**config.mk**
```make
export PLATFORM = sky130hd
export DESIGN_NAME = lstm_sequence_scheduler
export DESIGN_NICKNAME = d
export VERILOG_FILES = /design/src/rtl/lstm_sched_pkg.sv /design/src/rtl/sync_fifo.sv /design/src/rtl/lstm_sequence_scheduler.sv
export SDC_FILE = /design/constraint.sdc
export NUM_CORES = 1
export LEC_CHECK = 0
export ABC_AREA = 1
export ABC_CLOCK_PERIOD_IN_PS = 3800
export CAP_MARGIN = 20
export CORE_ASPECT_RATIO = 1.4
export CORE_MARGIN = 1
export CORE_UTILIZATION = 30
export CTS_CLUSTER_DIAMETER = 30
export CTS_CLUSTER_SIZE = 16
export DETAILED_ROUTE_END_ITERATION = 12
export PLACE_DENSITY = 0.44
export RECOVER_POWER = 100
export SETUP_SLACK_MARGIN = 0.2
export SYNTH_ARGS = -nofsm -noshare
export SYNTH_HDL_FRONTEND = slang
export SYNTH_SLANG_ARGS = --single-unit
```
**constraint.sdc**
```tcl
create_clock -name clk -period 3.8 [get_ports clk]
set_input_delay 0.76 -clock clk [delete_from_list [all_inputs] [get_ports clk]]
set_output_delay 0.76 -clock clk [all_outputs]
set_load 0.02 [all_outputs]
```
**src/rtl/lstm_sched_pkg.sv**
```systemverilog
// lstm_sched_pkg: shared types for the LSTM sequence scheduler
package lstm_sched_pkg;
    typedef enum logic [2:0] {IDLE, CLEAR, ISSUE, WAIT, DONE} sched_state_t;
endpackage

```
**src/rtl/sync_fifo.sv**
```systemverilog
// sync_fifo: single-clock FIFO with occupancy count, power-of-two depth
module sync_fifo #(
    parameter int W     = 16,
    parameter int DEPTH = 16
) (
    input  logic                     clk,
    input  logic                     rst_n,
    input  logic                     push,
    input  logic [W-1:0]             din,
    input  logic                     pop,
    output logic [W-1:0]             dout,
    output logic                     full,
    output logic                     empty,
    output logic [$clog2(DEPTH):0]   count
);
    localparam int AW = $clog2(DEPTH);
    localparam logic [AW:0] CAP = DEPTH[AW:0];
    logic [W-1:0] mem [DEPTH];
    logic [AW-1:0] wr, rd;
    logic do_push, do_pop;
    assign full = count == CAP;
    assign empty = count == '0;
    assign do_pop = pop && !empty;
    assign do_push = push && (!full || do_pop);
    assign dout = mem[rd];
    // storage array, no reset needed since reads are qualified by count
    always_ff @(posedge clk)
        if (do_push) mem[wr] <= din;
    // pointers wrap naturally at the power-of-two depth
    always_ff @(posedge clk or negedge rst_n)
        if (!rst_n) begin
            wr <= '0;
            rd <= '0;
            count <= '0;
        end else begin
            if (do_push) wr <= wr + 1'b1;
            if (do_pop) rd <= rd + 1'b1;
            count <= count + {{AW{1'b0}}, do_push} - {{AW{1'b0}}, do_pop};
        end
endmodule

```
**src/rtl/lstm_sequence_scheduler.sv**
```systemverilog
// lstm_sequence_scheduler: streams whole sequences one sample at a time through lstm_layers
module lstm_sequence_scheduler
    import lstm_sched_pkg::*;
#(
    parameter int LAYERS    = 4,
    parameter int WIDTH     = 16,
    parameter int IN_DEPTH  = 16,
    parameter int OUT_DEPTH = 16,
    parameter int LEN_WIDTH = 16
) (
    input  logic                 clk,
    input  logic                 rst_n,
    input  logic                 start,
    input  logic [LEN_WIDTH-1:0] cfg_seq_len,
    input  logic                 cfg_clear_state,
    output logic                 busy,
    output logic                 done,
    output logic                 protocol_err,
    input  logic [WIDTH-1:0]     s_x_data,
    input  logic                 s_x_valid,
    output logic                 s_x_ready,
    input  logic                 lstm_ready,
    output logic [WIDTH-1:0]     state_data,
    output logic [LAYERS-1:0]    c_in_valid,
    output logic [LAYERS-1:0]    h_in_valid,
    output logic [WIDTH-1:0]     x_in,
    output logic                 x_in_valid,
    input  logic [WIDTH-1:0]     lstm_y_out,
    input  logic                 lstm_valid,
    output logic [WIDTH-1:0]     m_y_data,
    output logic                 m_y_last,
    output logic                 m_y_valid,
    input  logic                 m_y_ready
);
    localparam int IW = (LAYERS > 1) ? $clog2(LAYERS) : 1;
    localparam int ICW = $clog2(IN_DEPTH) + 1;
    localparam int OCW = $clog2(OUT_DEPTH) + 1;
    localparam logic [OCW-1:0] OUT_CAP = OUT_DEPTH[OCW-1:0];
    localparam logic [IW-1:0] LAST_LAYER = IW'(LAYERS - 1);

    sched_state_t state, next;
    logic [IW-1:0] idx;
    logic [LEN_WIDTH-1:0] seq_len, issued, received;
    logic [LAYERS-1:0] strobe;
    logic in_full, in_empty, out_full, out_empty;
    logic [ICW-1:0] in_count;
    logic [OCW-1:0] out_count;
    logic [WIDTH-1:0] head;
    logic [WIDTH:0] out_dout;
    logic accept, clear_go, issue, result, last;
    logic unused_ok;

    assign unused_ok = ^{in_count, out_full};
    assign accept = state == IDLE && start;
    assign clear_go = state == CLEAR && lstm_ready;
    assign issue = state == ISSUE && !in_empty && lstm_ready && out_count < OUT_CAP && issued != seq_len;
    assign result = state == WAIT && lstm_valid;
    assign last = received == seq_len - LEN_WIDTH'(1);
    assign busy = state != IDLE;
    assign s_x_ready = !in_full;
    assign state_data = '0;
    assign c_in_valid = strobe;
    assign h_in_valid = strobe;
    assign m_y_valid = !out_empty;
    assign {m_y_last, m_y_data} = m_y_valid ? out_dout : '0;

    sync_fifo #(.W(WIDTH), .DEPTH(IN_DEPTH)) u_in_fifo (
        .clk(clk), .rst_n(rst_n),
        .push(s_x_valid && !in_full), .din(s_x_data),
        .pop(issue), .dout(head),
        .full(in_full), .empty(in_empty), .count(in_count)
    );

    sync_fifo #(.W(WIDTH + 1), .DEPTH(OUT_DEPTH)) u_out_fifo (
        .clk(clk), .rst_n(rst_n),
        .push(result), .din({last, lstm_y_out}),
        .pop(m_y_valid && m_y_ready), .dout(out_dout),
        .full(out_full), .empty(out_empty), .count(out_count)
    );

    // state register
    always_ff @(posedge clk or negedge rst_n)
        if (!rst_n) state <= IDLE;
        else state <= next;

    // next-state: one sample in flight, clear walks layers only while the datapath is ready
    always_comb begin
        next = state;
        case (state)
            IDLE:    if (start) next = (cfg_seq_len == '0) ? DONE : cfg_clear_state ? CLEAR : ISSUE;
            CLEAR:   if (clear_go && idx == LAST_LAYER) next = ISSUE;
            ISSUE:   if (issue) next = WAIT;
            WAIT:    if (lstm_valid) next = last ? DONE : ISSUE;
            DONE:    next = IDLE;
            default: next = IDLE;
        endcase
    end

    // registered strobes, sequence counters and the sticky protocol error
    always_ff @(posedge clk or negedge rst_n)
        if (!rst_n) begin
            idx <= '0;
            seq_len <= '0;
            issued <= '0;
            received <= '0;
            strobe <= '0;
            x_in <= '0;
            x_in_valid <= 1'b0;
            done <= 1'b0;
            protocol_err <= 1'b0;
        end else begin
            strobe <= '0;
            x_in_valid <= 1'b0;
            done <= next == DONE;
            if (accept) begin
                seq_len <= cfg_seq_len;
                issued <= '0;
                received <= '0;
                idx <= '0;
            end
            if (clear_go) begin
                strobe <= LAYERS'(1) << idx;
                idx <= idx + 1'b1;
            end
            if (issue) begin
                x_in <= head;
                x_in_valid <= 1'b1;
                issued <= issued + 1'b1;
            end
            if (result) received <= received + 1'b1;
            protocol_err <= (protocol_err && !accept) || (lstm_valid && state != WAIT);
        end
endmodule

```
==> flow_summary_export.csv <==
group,metric,value,unit
hold_path,kind_of_path_behind_the_tightest_hold_check,"reg2reg",
floorplanning,die_w,253,µm
cells_and_area,finish.net_count,2513,
placement,hpwl,43900,µm
cells_and_area,syn_to_final_growth,25.4,%
placement,post-place-cells,3471,
yosys,synthCells,2255,
floorplanning,num_rows,128,
worst_setup_path,crit-reg2reg-capture,"x_in[9]",
route,num_vias,18300,
clock_network,clkSlewWorstSetupHoldPaths,0.05,ns
run_status,violations,"capacitance limit, slew limit",
hold_path,hold_end,"protocol_err",
worst_setup_path,endpoint_kind,"output pin",
worst_setup_path,timing.rr.start,"seq_len[9]",
clock_network,numCtsBuffers,119,
power_and_ir_drop,cell_leakage_power,12.1,nW
timing,post-route-min-period,3.58,ns
power_and_ir_drop,totalPowerFinal,27.5,mW
clock_network,h-tree-depth,3,
worst_setup_path,worst-r2r-setup-slack,0.43,ns
cells_and_area,layout.filler_cells,8362,
cells_and_area,drive_above_1_share,0.119,
worst_setup_path,worst_setup_sp_type,"flip-flop",
worst_setup_path,timing.reg2reg.worst_path_depth,10,
floorplanning,start_util,0.304,
grt,grt_pass1_vias,18600,
route,wl,76400,µm
grt,grt-ovfl-total,0,
worst_setup_path,cp_data_arrival_time,2.82,ns
cells_and_area,post_route_design_area,33300,µm²
timing,timing.fmax,279,MHz
timing,worst_clk_skew,0.0509,ns
grt,grt_start_max_net_pins,103,
timing,timing.max_slew.rel_slack,-0.194,
timing,tcrit_tclk_final,0.942,
clock_network,cts_root_buf,"clkbuf_16",
hold_path,number_of_cells_on_the_worst_hold_path,2,
floorplanning,core,87300,µm²
timing,timing.final.setup_violations,0,
cells_and_area,fin_util,0.381,
worst_setup_path,criticalPathCategory,"reg2out",
power_and_ir_drop,power_density,826,nW/µm²
yosys,yosysSeqAreaShare,0.694,
floorplanning,top_level_ports,119,
placement,io_buffers,102,
timing,setup_tns,0,ns
run_status,outcome,"complete, but fails checks",
grt,track_usage,0.170,
worst_setup_path,critical_path.max_fanout,37,
grt,number_of_antenna_violations_at_the_first_check_in_global_routing,14,
route,drtAntennaViolNets,0,
placement,routabilityCongestion,0.803,
route,drc,0,
cells_and_area,stdcell_count,3703,
yosys,synthesis.yosys.warnings,0,
power_and_ir_drop,vdd.ir_drop.worst,0.568,mV
worst_setup_path,worstPathRequired,3.04,ns
run,max-cap-violations,12,
floorplanning,dieHeight,354,µm
route,wire_per_inst,20.6,µm
yosys,yosysUniqueCellTypes,37,
placement,placedInstanceArea,29200,µm²
clock_network,clk-insertion-delay-late,0.69,ns
clock_network,clockBufferDepth,3,
clock_network,cts_sinks,630,
cells_and_area,ff_latch_area,18400,µm²
timing,rsz0062_at_grt,"yes",
hold_path,worst_hold_start,"protocol_err",
route,detail_route.first_pass.iterations,5,
cells_and_area,multiInputGateArea,7100,µm²
yosys,syn-cell-area,26500,µm²
yosys,number_of_flip_flops_and_latches_in_the_synthesized_netlist,630,
route,detailedRoute.firstIterationViolations,1135,
timing,worst_slew_pin_slew,1.79,ns
route,detail_route.vias_per_cell,4.94,
timing,timing_max_transition_violations_final,288,
clock_network,cts_tree,"done",
yosys,mapped_avg_cell_area,11.8,µm²
floorplanning,die-area,89700,µm²
grt,grt_pass1_wl,114000,µm
timing,number_of_hold_violations_in_the_final_report,0,
## cells in the final DEF, fill, tap and decap left out, types with 11 or more instances in the layout
| cell | Yosys | layout |
|---|---|---|
| edfxtp_1 | 528 | 528 |
| nor2_1 | 365 | 344 |
| o21ai_0 | 309 | 309 |
| nand2_1 | 255 | 256 |
| clkbuf_16 | 0 | 120 |
| inv_1 | 115 | 113 |
| dfrtp_1 | 102 | 98 |
| nand3_1 | 88 | 88 |
| o221ai_1 | 84 | 84 |
| dlygate4sd3_1 | 0 | 63 |
| o22ai_1 | 52 | 52 |
| clkbuf_1 | 93 | 44 |
| xor2_1 | 34 | 34 |
| nand4_1 | 34 | 34 |
| o211ai_1 | 32 | 32 |
| ha_1 | 29 | 29 |
| clkinv_2 | 0 | 28 |
| a21oi_1 | 28 | 27 |
| buf_4 | 21 | 26 |
| nor2_2 | 2 | 23 |
| clkdlybuf4s50_1 | 0 | 22 |
| bufinv_16 | 0 | 18 |
| conb_1 | 1 | 16 |
| clkinvlp_4 | 0 | 13 |
| clkinv_1 | 6 | 11 |
| inv_6 | 0 | 11 |
| clkinv_4 | 0 | 11 |
## report_power, final
| group | internal (mW) | total, mW | switching (mW) |
|---|---|---|---|
| clock network | 7.19 | 10.9 | 3.72 |
| registers | 8.27 | 8.81 | 0.538 |
| logic | 2.53 | 7.77 | 5.24 |
## how the worst max path moves through the flow
stage / slack (ns) / endpoint / from
global route: 0.08 / m_y_data[9] / u_out_fifo.rd[0]
floorplan: 0.98 / u_in_fifo.count[4] / seq_len[3]
detailed placement: 0.49 / m_y_data[2] / u_out_fifo.rd[1]
CTS: 0.22 / m_y_data[3] / u_out_fifo.rd[0]
finish: 0.22 / m_y_data[9] / u_out_fifo.rd[0]
global placement: 0.42 / m_y_data[2] / u_out_fifo.rd[1]
## synthesized netlist by cell type (all sizes together)
master | instances | area share
xor2 | 34 | 0.011
o31ai | 1 | 0.00028
clkinv | 6 | 0.00085
fa | 2 | 0.0015
a21oi | 28 | 0.0053
nor4 | 5 | 0.0012
ha | 29 | 0.014
o22ai | 52 | 0.012
a31oi | 2 | 0.00047
a21boi | 3 | 0.00085
buf | 50 | 0.012
o2111a | 1 | 0.00042
clkbuf | 93 | 0.013
nand3 | 88 | 0.017
o211ai | 32 | 0.0091
nor3 | 12 | 0.0028
or2 | 1 | 0.00024
conb | 1 | 0.00014
nor2 | 368 | 0.053
dfrtp | 102 | 0.096
nand4 | 35 | 0.0088
o21ai | 309 | 0.058
inv | 121 | 0.017
nand3b | 3 | 0.00085
xnor2 | 9 | 0.0030
o221ai | 84 | 0.028
edfxtp | 528 | 0.60
nand2 | 256 | 0.036
## cells by family after synthesis
logic type / Yosys count / share of synthesized area
AOI/OAI and AO/OA: 512 / 0.115
xor gates and xnor gates: 43 / 0.0142
adders and majority gates: 31 / 0.0152
buffers and inverters: 270 / 0.0427
DFF: 630 / 0.694
other: 1 / 0.000141
and+or+nand+nor: 768 / 0.119
## flip-flops by register name (all words and copies together), names as in the netlist, 5 cells and up
register          count
u_out_fifo.count      5
u_in_fifo.count       5
received             16
u_in_fifo.mem       256
x_in                 16
issued               16
seq_len              16
u_out_fifo.mem      272
## layout make-up
type	count	share of cell area
inverter	127	0.0145
multi-input combinational	1370	0.213
clock inverter	90	0.0332
sequential	630	0.554
antenna	3	0.000226
tap	1170	0.0440
timing repair buffer	178	0.0465
clock buffer	135	0.0944
## timing repair
item                       in CTS  in global routing
pin swaps                       0                  0
setup endpoints to repair      17                  9
gates resized for setup        28                 12
hold endpoints to repair        6                  0
hold buffers                    1                  0
setup buffers                   1                  0
gates cloned                    1                  0
## per-layer routing
layer	global-route usage	share of wire	wire (µm)
met4	0.0672	0.032	2420
met1	0.198	0.40	30500
met2	0.302	0.51	39100
met3	0.0351	0.056	4250
met5	0	0.0017	129
## per-stage QoR
stage / hold WS (ns) / setup WS, ns
floorplan: 0.462 / 0.976
finish: 0.476 / 0.221
global placement: 0.469 / 0.422
detailed placement: 0.465 / 0.489
global route: 0.507 / 0.0823
CTS: 0.383 / 0.218
## worst max-delay path: stages, from the launching register on
cell and delay (ns):
dfrtp_4 0.51, clkinv_2 0.13, bufbuf_16 0.36, nor2_1 0.07, o22ai_1 0.16, nor2_1 0.06, nor2_1 0.07, o21ai_0 0.11
a21oi_1 0.34, clkdlybuf4s15_2 0.32
No activity file was read; power rests on OpenSTA's default activity.
